File: config.mk
export PLATFORM = sky130hd
export DESIGN_NAME = pin_entry_buffer_flat
export DESIGN_NICKNAME = d
export VERILOG_FILES = /design/src/rtl/pin_entry_buffer_pkg.sv /design/src/rtl/pin_entry_buffer_if.sv /design/src/rtl/entry_timeout_counter.sv /design/src/rtl/pin_entry_buffer.sv /design/src/flat_wrapper.sv
export SDC_FILE = /design/constraint.sdc
export NUM_CORES = 1
export LEC_CHECK = 0
export BUFFER_PORTS_ARGS = -buffer_cell sky130_fd_sc_hd__clkbuf_2
export CORE_MARGIN = 2
export CORE_UTILIZATION = 29
export DETAILED_ROUTE_END_ITERATION = 8
export PLACE_DENSITY = 0.55
export SYNTH_ARGS = -nofsm -noshare
export SYNTH_HDL_FRONTEND = slang
export SYNTH_SLANG_ARGS = --single-unit
File: constraint.sdc
create_clock -name clk -period 4.62 [get_ports clk]
set_input_delay 0.231 -clock clk [delete_from_list [all_inputs] [get_ports clk]]
set_output_delay 0.231 -clock clk [all_outputs]
set_load 0.005 [all_outputs]
File: src/rtl/pin_entry_buffer_pkg.sv
// Shared key codes, display codes, FSM state and packet types for the PIN entry buffer.
package pin_entry_buffer_pkg;

  localparam logic [3:0] KEY_ENTER = 4'hE;
  localparam logic [3:0] KEY_CLEAR = 4'hF;
  localparam logic [3:0] KEY_BKSP  = 4'hB;

  localparam logic [3:0] BCD_BLANK = 4'hF;
  localparam logic [3:0] BCD_DASH  = 4'hB;

  typedef enum logic [1:0] {
    ST_EMPTY = 2'd0,
    ST_ENTRY = 2'd1,
    ST_HELD  = 2'd2
  } state_t;

  typedef enum logic [2:0] {
    KC_NONE  = 3'd0,
    KC_DIGIT = 3'd1,
    KC_ENTER = 3'd2,
    KC_CLEAR = 3'd3,
    KC_BKSP  = 3'd4
  } key_class_t;

  typedef struct packed {
    logic       status;
    logic [3:0] digit1;
    logic [3:0] digit2;
    logic [3:0] digit3;
    logic [3:0] digit4;
  } pinPac_t;

  typedef struct packed {
    logic [3:0] bcd5;
    logic [3:0] bcd4;
    logic [3:0] bcd3;
    logic [3:0] bcd2;
    logic [3:0] bcd1;
    logic [3:0] bcd0;
  } bcdPac_t;

  // 0xA, 0xC and 0xD fall into KC_NONE and never affect the buffer.
  function automatic key_class_t classify(input logic [3:0] k);
    key_class_t kc;
    kc = KC_NONE;
    if (k <= 4'd9)          kc = KC_DIGIT;
    else if (k == KEY_ENTER) kc = KC_ENTER;
    else if (k == KEY_CLEAR) kc = KC_CLEAR;
    else if (k == KEY_BKSP)  kc = KC_BKSP;
    return kc;
  endfunction

endpackage

File: src/rtl/pin_entry_buffer_if.sv
// Keypad decoder to PIN entry buffer link.
// tecla_valid is a single-cycle strobe qualifying tecla_value; there is no ready,
// the buffer accepts or ignores every strobe in the cycle it is presented.
interface pin_entry_buffer_if;
  logic [3:0] tecla_value;
  logic       tecla_valid;

  modport master (output tecla_value, output tecla_valid);
  modport slave  (input  tecla_value, input  tecla_valid);
endinterface

File: src/rtl/entry_timeout_counter.sv
// Inactivity counter: 0-based, cleared on demand, expire asserted while running at TIMEOUT_TICKS-1.
module entry_timeout_counter #(
  parameter int TIMEOUT_TICKS = 5000
) (
  input  logic clk,
  input  logic reset,
  input  logic clear,
  input  logic run,
  output logic expire
);
  localparam int CW = (TIMEOUT_TICKS > 1) ? $clog2(TIMEOUT_TICKS) : 1;
  localparam logic [CW-1:0] LAST = CW'(TIMEOUT_TICKS - 1);

  logic [CW-1:0] count;

  assign expire = run && (count == LAST);

  always_ff @(posedge clk or posedge reset) begin
    if (reset)                        count <= '0;
    else if (clear || !run || expire) count <= '0;
    else                              count <= count + 1'b1;
  end
endmodule

File: src/rtl/pin_entry_buffer.sv
// 4-digit PIN entry buffer with backspace/clear/submit/timeout and 7-segment display image.
// Build option PIN_MASK_EN: display every stored digit but the last as a dash.
module pin_entry_buffer
  import pin_entry_buffer_pkg::*;
#(
  parameter int TIMEOUT_TICKS = 5000
) (
  input  logic                 clk,
  input  logic                 reset,
  input  logic                 enable,
  pin_entry_buffer_if.slave    key,
  output pinPac_t              pin_out,
  output logic                 pin_valid,
  output logic                 pin_error,
  output logic                 pin_timeout,
  output bcdPac_t              bcd_packet,
  output logic                 bcd_enable,
  output state_t               state_dbg
);

  state_t     state, state_n;
  logic [2:0] count, count_n;
  logic [3:0] digits   [4];
  logic [3:0] digits_n [4];
  pinPac_t    pin_n;
  logic       valid_n, error_n, timeout_n;
  logic       key_accepted;
  logic       expire;
  key_class_t kc;
  logic [1:0] bk_idx;
  logic [3:0] pos [4];
  bcdPac_t    disp_n;

  assign state_dbg = state;
  assign bk_idx    = count[1:0] - 2'd1;

  entry_timeout_counter #(.TIMEOUT_TICKS(TIMEOUT_TICKS)) u_timeout (
    .clk    (clk),
    .reset  (reset),
    .clear  (key_accepted || !enable),
    .run    (state != ST_EMPTY),
    .expire (expire)
  );

  always_comb begin
    state_n      = state;
    count_n      = count;
    digits_n     = digits;
    pin_n        = pin_out;
    valid_n      = 1'b0;
    error_n      = 1'b0;
    timeout_n    = 1'b0;
    key_accepted = 1'b0;
    kc           = key.tecla_valid ? classify(key.tecla_value) : KC_NONE;

    if (!enable) begin
      state_n  = ST_EMPTY;
      count_n  = '0;
      digits_n = '{default: '0};
      pin_n    = '0;
    end else begin
      // A held submission is dropped by any real key; count is already 0, so the
      // case below then behaves exactly as from EMPTY.
      if (state == ST_HELD && kc != KC_NONE) begin
        pin_n        = '0;
        state_n      = ST_EMPTY;
        key_accepted = 1'b1;
      end
      case (kc)
        KC_DIGIT: if (count != 3'd4) begin
          digits_n[count[1:0]] = key.tecla_value;
          count_n              = count + 3'd1;
          state_n              = ST_ENTRY;
          key_accepted         = 1'b1;
        end
        KC_BKSP: if (count != 3'd0) begin
          digits_n[bk_idx] = '0;
          count_n          = count - 3'd1;
          state_n          = (count == 3'd1) ? ST_EMPTY : ST_ENTRY;
          key_accepted     = 1'b1;
        end
        KC_CLEAR: begin
          count_n      = '0;
          digits_n     = '{default: '0};
          state_n      = ST_EMPTY;
          key_accepted = 1'b1;
        end
        KC_ENTER: if (count != 3'd0) begin
          if (count == 3'd4) begin
            pin_n   = '{status: 1'b1, digit1: digits[0], digit2: digits[1],
                        digit3: digits[2], digit4: digits[3]};
            valid_n = 1'b1;
            state_n = ST_HELD;
          end else begin
            error_n = 1'b1;
            state_n = ST_EMPTY;
          end
          count_n      = '0;
          digits_n     = '{default: '0};
          key_accepted = 1'b1;
        end
        default: ;
      endcase

      if (!key_accepted && expire) begin
        if (state == ST_ENTRY) begin
          timeout_n = 1'b1;
          count_n   = '0;
          digits_n  = '{default: '0};
        end else begin
          pin_n = '0;
        end
        state_n = ST_EMPTY;
      end
    end
  end

  // Display image is derived from the next state so it lands with the state change.
  always_comb begin
    for (int i = 0; i < 4; i++) begin
      pos[i] = BCD_BLANK;
      if (state_n == ST_HELD) begin
        pos[i] = BCD_DASH;
      end else if (3'(i) < count_n) begin
`ifdef PIN_MASK_EN
        pos[i] = (3'(i) == count_n - 3'd1) ? digits_n[i] : BCD_DASH;
`else
        pos[i] = digits_n[i];
`endif
      end
    end
    disp_n = '{bcd5: BCD_BLANK, bcd4: BCD_BLANK, bcd3: pos[0],
               bcd2: pos[1], bcd1: pos[2], bcd0: pos[3]};
  end

  always_ff @(posedge clk or posedge reset) begin
    if (reset) begin
      state       <= ST_EMPTY;
      count       <= '0;
      digits      <= '{default: '0};
      pin_out     <= '0;
      pin_valid   <= 1'b0;
      pin_error   <= 1'b0;
      pin_timeout <= 1'b0;
      bcd_packet  <= {6{BCD_BLANK}};
      bcd_enable  <= 1'b0;
    end else begin
      state       <= state_n;
      count       <= count_n;
      digits      <= digits_n;
      pin_out     <= pin_n;
      pin_valid   <= valid_n;
      pin_error   <= error_n;
      pin_timeout <= timeout_n;
      bcd_packet  <= disp_n;
      bcd_enable  <= (disp_n != bcd_packet);
    end
  end

endmodule

File: src/flat_wrapper.sv
// flat-port wrapper written by rule: the top's interface ports become plain ports
module pin_entry_buffer_flat import pin_entry_buffer_pkg::*;
#(
  parameter int TIMEOUT_TICKS = 5000
)
  (clk, reset, enable, pin_out, pin_valid, pin_error, pin_timeout, bcd_packet, bcd_enable, state_dbg, key_tecla_value, key_tecla_valid);
  pin_entry_buffer_if key_i ();
  input  logic clk;
  input  logic reset;
  input  logic enable;
  output pinPac_t pin_out;
  output logic pin_valid;
  output logic pin_error;
  output logic pin_timeout;
  output bcdPac_t bcd_packet;
  output logic bcd_enable;
  output state_t state_dbg;
  input wire logic [$bits(key_i.tecla_value)-1:0] key_tecla_value;
  input wire logic [$bits(key_i.tecla_valid)-1:0] key_tecla_valid;
  assign key_i.tecla_value = key_tecla_value;
  assign key_i.tecla_valid = key_tecla_valid;
  pin_entry_buffer #(.TIMEOUT_TICKS(TIMEOUT_TICKS)) u_core (.clk(clk), .reset(reset), .enable(enable), .key(key_i), .pin_out(pin_out), .pin_valid(pin_valid), .pin_error(pin_error), .pin_timeout(pin_timeout), .bcd_packet(bcd_packet), .bcd_enable(bcd_enable), .state_dbg(state_dbg));
endmodule
### After elaboration in Yosys (flattened, before gate mapping)

Cells that the tools add are included.

* bits in registers: 71
* input bits: 8
* output and inout port bits: 47
* word-level logic and storage cells: 133

* add/sub/neg operators: 4
* $lt $le $gt $ge: 9
* eq/ne operators: 15
* multiplexer cells: 66
* bitwise gates (word level): 4
* reductions and logical operators: 15

Operators with widths (count)
* 17-bit 2-to-1 mux: 7
* 16-bit 2-to-1 mux: 6
* 16-bit one-hot mux with 4 select lines: 1
* 4-bit 2-to-1 mux: 10
* 3-bit 2-to-1 mux: 11
* 1-bit 2-to-1 mux: 17
* 16-bit AND: 1
* 16-bit bitwise mux: 1
* 4-bit demux with 2-bit select: 2
* 16-bit inequality test: 1
* 16-bit inverter: 1
* 2-bit 2-to-1 mux: 7
* 13-bit by 1-bit adder with 13-bit output (second input constant): 1
* 13-bit equality test (second input constant): 1
* 13-bit 2-to-1 mux: 1
* 4-bit equality test (second input constant): 3
* 3-bit one-hot mux with 4 select lines: 1
* 2-bit one-hot mux with 4 select lines: 1
* 3-bit by 1-bit equality test with 1-bit output (second input constant): 2
* 3-bit by 2-bit equality test with 1-bit output (second input constant): 2
* 3-bit equality test (second input constant): 2
* 3-bit greater-or-equal comparator (second input constant): 2
* 1-bit by 3-bit < comparator with 1-bit output (first input constant): 2
* 2-bit by 3-bit < comparator with 1-bit output (first input constant): 2
* other kinds (16): 28

### Longest topological paths before layout

* word-level depth: 20
* gate-level depth with buffers: 14
* mapped depth without buffers: 14

### Hierarchy

Synthesis repeated with hierarchy kept, for this count alone.

* cell total of the unflattened synthesis: 434
* area total of the unflattened synthesis: 4156.5 um^2

By module, submodules not included
* pin_entry_buffer: instances 1, cells an instance 370, area an instance 3522.1 um^2, seq. area each 1471.4 um^2
* entry_timeout_counter: instances 1, cells an instance 64, area an instance 634.4 um^2, seq. area each 325.3 um^2

### Least setup slack after synthesis

No wires, ideal clock.

* path kind: register -> register
* from: reg u_core.count[0]
* to: reg u_core.bcd_enable
* library setup time: 0.144 ns
* arrival: 3.119 ns
* data required time: 4.476 ns
* slack: 1.357 ns
* cell stages (with the launch flop): 13
* path buffers: 0
* clock period less this slack: 3.263 ns
* cell sequence: dfrtp_1 > inv_1 > ha_1 > ha_1 > and2b_4 > o211a_1 > o41a_2 > nand3_2 > a21oi_4 > nand2_2 > mux2_4 > a2111oi_4 > o2111ai_1

RTL lines
* from (decl): RTL line pin_entry_buffer.sv:22 `logic [2:0] count, count_n;`
* from (signal assigned): RTL line pin_entry_buffer.sv:149 `count <= count_n;`
* to (signal assigned): RTL line pin_entry_buffer.sv:156 `bcd_enable <= (disp_n != bcd_packet);`
* to (decl): RTL line pin_entry_buffer.sv:17 `output logic bcd_enable,`

==> impl_metrics.json <==
{
  "outcome": "completed",
  "slew_violations": 0,
  "yosys_warnings": 0,
  "clock_power_share": 0.446,
  "grt_overflow_total": 0,
  "area_growth_pct": 15.5,
  "yosys.area.top_type_share": 0.328,
  "combPwrFrac": 0.123,
  "synth_area_leaders": "dfrtp_1, dfstp_2, nand2_1",
  "place_area_um2": 4540,
  "tns_ns": 0,
  "clock_latency_ns": 0.34,
  "stdcell_area_um2": 4840,
  "synthDistinctLibCells": 78,
  "io_buffer_count": 46,
  "leakage_nw": 2.03,
  "crit_chain": "inv_1, ha_1, ha_1, nand2b_1, nor2_2, o41ai_4, a311oi_4, a21oi_4, nand2_2, mux2_4, a2111oi_4, o2111ai_1",
  "die_x_um": 124,
  "fin_crit_ns": 3.90,
  "final-hold-violation-count": 0,
  "synth_seq_cells": 71,
  "cp_num_cells": 12,
  "dieArea_um2": 15400,
  "htreeDepth": 3,
  "core-area_um2": 14000,
  "antenna_found_initial": 0,
  "numCtsBuffers": 9,
  "num_vias": 3398,
  "die_h_um": 124,
  "wl_um": 10700,
  "rsz0062_at_grt": "no",
  "cp-endpoint": "u_core.bcd_enable",
  "start_util": 0.300,
  "cts_tree": "done",
  "clockBufferDepth": 2,
  "startpoint": "u_core.count[0]",
  "cts.clk_slew.worst_paths_ns": 0.06,
  "cp-end-kind": "flip-flop",
  "dp_hpwl_um": 7950,
  "critPathKind": "flip-flop to flip-flop",
  "worstPathArrival_ns": 4.10,
  "r2r_setup_slack_ns": 0.72,
  "detail_route.wl_per_cell_um": 16.3,
  "power_density_nw_per_um2": 318,
  "drt_iter0_markers": 217,
  "grt_pass1_vias": 3263,
  "swShare": 0.255,
  "r2r-end": "u_core.bcd_enable",
  "grt_usage": 0.143,
  "path_buf_inv": 1,
  "maxSlewHeadroom": 0.494,
  "synth_edf_count": 0,
  "ant_nets": 0,
  "worst_slew_pin_slew_ns": 0.758,
  "syn-instance-count": 434,
  "hold_path_class": "input pin to flip-flop",
  "cp_slowest_stage_delay_ns": 0.58,
  "p_sw_mw": 0.392,
  "drive_gt1_frac": 0.230,
  "fin_cells": 658,
  "drt_pass1_iterations": 5,
  "seqPwrFrac": 0.430,
  "setup_viol": 0,
  "dp.cells": 641,
  "syn_area_um2": 4190,
  "drc": 0,
  "pin_count": 55,
  "postSynthAreaPerCell_um2": 9.66,
  "critical_path.most_common_cell": "ha_1",
  "grt_pass1_wl_um": 17800,
  "rows": 43,
  "yosysSeqAreaShare": 0.429,
  "internal-power_mw": 1.15,
  "r2r-start": "u_core.count[0]",
  "cp_slowest_cell": "nor2_2",
  "required_ns": 4.82,
  "synth_ff_type": "dfrtp_1",
  "cts_setup_buffers": 0,
  "grt_max_degree": 61,
  "startpoint_type": "flip-flop",
  "nNetsFinal": 493,
  "clkSinkCount": 71,
  "fin_crit_sh": 0.845,
  "viasPerCell": 5.16,
  "vdd_drop_max_mv": 0.231,
  "gp_congestion": 0.878,
  "cts_root_buf": "clkbuf_16",
  "fmax_mhz": 256,
  "synthArstFlopShare": 1.00,
  "crit_fanout": 17,
  "finalClockSkew_ns": 0.0115,
  "max-cap-violations": 0,
  "fin_hold_ws_ns": 0.270,
  "antennaDiodeCount": 0,
  "r2r_cells": 12,
  "cp_top_family": "compound AO/OA/AOI/OAI gates",
  "yosysTopAreaCell": "dfrtp_1"
}
[synth_stat cells, types with 8 or more instances]
master,instances
nand2b_1,9
and3_1,8
dfrtp_1,55
dfstp_2,16
xnor2_1,12
inv_1,18
a21oi_1,24
buf_2,10
clkbuf_1,9
nand2_1,42
buf_4,9
o21ai_0,11
nand3_1,26
a32o_1,8
a32oi_1,12
ha_1,12
nor2_1,42
nor2b_1,8
[metal layers]
| metal | track usage | up-vias | part of all wire |
|---|---|---|---|
| met1 | 0.203 | 1649 | 0.48 |
| met3 | 0.0349 | 9 | 0.062 |
| li1 | - | 1639 | - |
| met5 | 0 | - | 0 |
| met4 | 0.0423 | 0 | 0.0089 |
| met2 | 0.214 | 101 | 0.45 |
[cell families (layout without fill, tap and decap cells)]
family,after synthesis,after routing,share of synthesized area
XOR/XNOR,18,18,0.0376
AND/OR/NAND/NOR,172,172,0.216
buffers and inverters,49,86,0.0567
flip-flops,71,71,0.429
other,1,8,0.000894
AO/OA/AOI/OAI,110,110,0.221
multiplexers,1,1,0.00358
adder cells (fa/ha/maj),12,12,0.0358
[power by group through the flow]
stage	registers [mW]	logic [mW]	clock network (mW)
after detailed placement	0.672	0.187	0
after floorplan	0.667	0.142	0
final	0.662	0.189	0.686
after global placement	0.672	0.186	0
after CTS	0.662	0.189	0.708
after global routing	0.664	0.211	0.733
[cells in the final DEF (no fill, tap or decap), types with 3 or more instances in the layout]
master,count
a211oi_1,4
a21oi_1,24
a31o_2,4
a32o_1,8
a32oi_1,12
and3_1,8
and4b_1,3
buf_4,4
clkbuf_1,3
clkbuf_16,9
clkbuf_2,46
conb_1,8
dfrtp_1,55
dfstp_2,16
ha_1,12
inv_1,17
nand2_1,42
nand2b_1,9
nand3_1,26
nand3b_1,3
nor2_1,42
nor2b_1,8
nor3_1,4
o2111ai_1,5
o21a_1,3
o21ai_0,11
o21ai_1,6
o221a_2,3
or3_1,3
xnor2_1,12
xor2_1,6
[per-stage QoR]
step	setup slack (ns)	total power, mW	util
after global routing	0.352	1.61	0.346
final	0.716	1.54	0.346
after detailed placement	0.723	0.859	0.324
after global placement	0.889	0.857	0.324
after floorplan	1.36	0.809	-
after CTS	0.699	1.56	0.346
[timing repair]
item / in CTS / in global routing
endpoints found under the hold margin: 11 / 0
endpoints found under the setup margin: 0 / 0
resized for setup: 0 / 0
hold buffers: 1 / 0
[how the worst min path moves through the flow]
stage | start | to | slack, ns | depth (start not counted)
after floorplan | enable | u_core.state_dbg[0] | 0.36 | 2
after global placement | reset | u_core.pin_timeout | 0.16 | 2
after detailed placement | reset | u_core.pin_timeout | 0.15 | 2
after CTS | enable | u_core.state_dbg[0] | 0.26 | 3
after global routing | enable | u_core.state_dbg[0] | 0.28 | 3
final | enable | u_core.state_dbg[0] | 0.27 | 3
[flip-flops by register name, summed over array words and instances, names as in the netlist]
name and cells:
u_core.pin_out 17, u_core.bcd_packet 16, u_core.digits 16, u_core.u_timeout.count 13, u_core.count 3, u_core.state_dbg 2
u_core.bcd_enable 1, u_core.pin_error 1, u_core.pin_timeout 1, u_core.pin_valid 1
[cell type report]
| type | count | area, µm² |
|---|---|---|
| inverter | 19 | 71.3 |
| clock buffer | 13 | 250 |
| sequential | 71 | 1800 |
| clock inverter | 3 | 42.5 |
| fill | 1441 | 9150 |
| multi-input combinational | 321 | 2180 |
| tap | 180 | 225 |
| timing repair buffer | 51 | 270 |
[worst register-to-register path, cell delays in order (launching register included)]
cell	delay [ns]
dfrtp_1	0.47
inv_1	0.13
ha_1	0.35
ha_1	0.36
nand2b_1	0.23
nor2_2	0.58
o41ai_4	0.19
a311oi_4	0.43
a21oi_4	0.13
nand2_2	0.12
mux2_4	0.32
a2111oi_4	0.31
o2111ai_1	0.16
No activity file was read; power rests on OpenSTA's default activity.
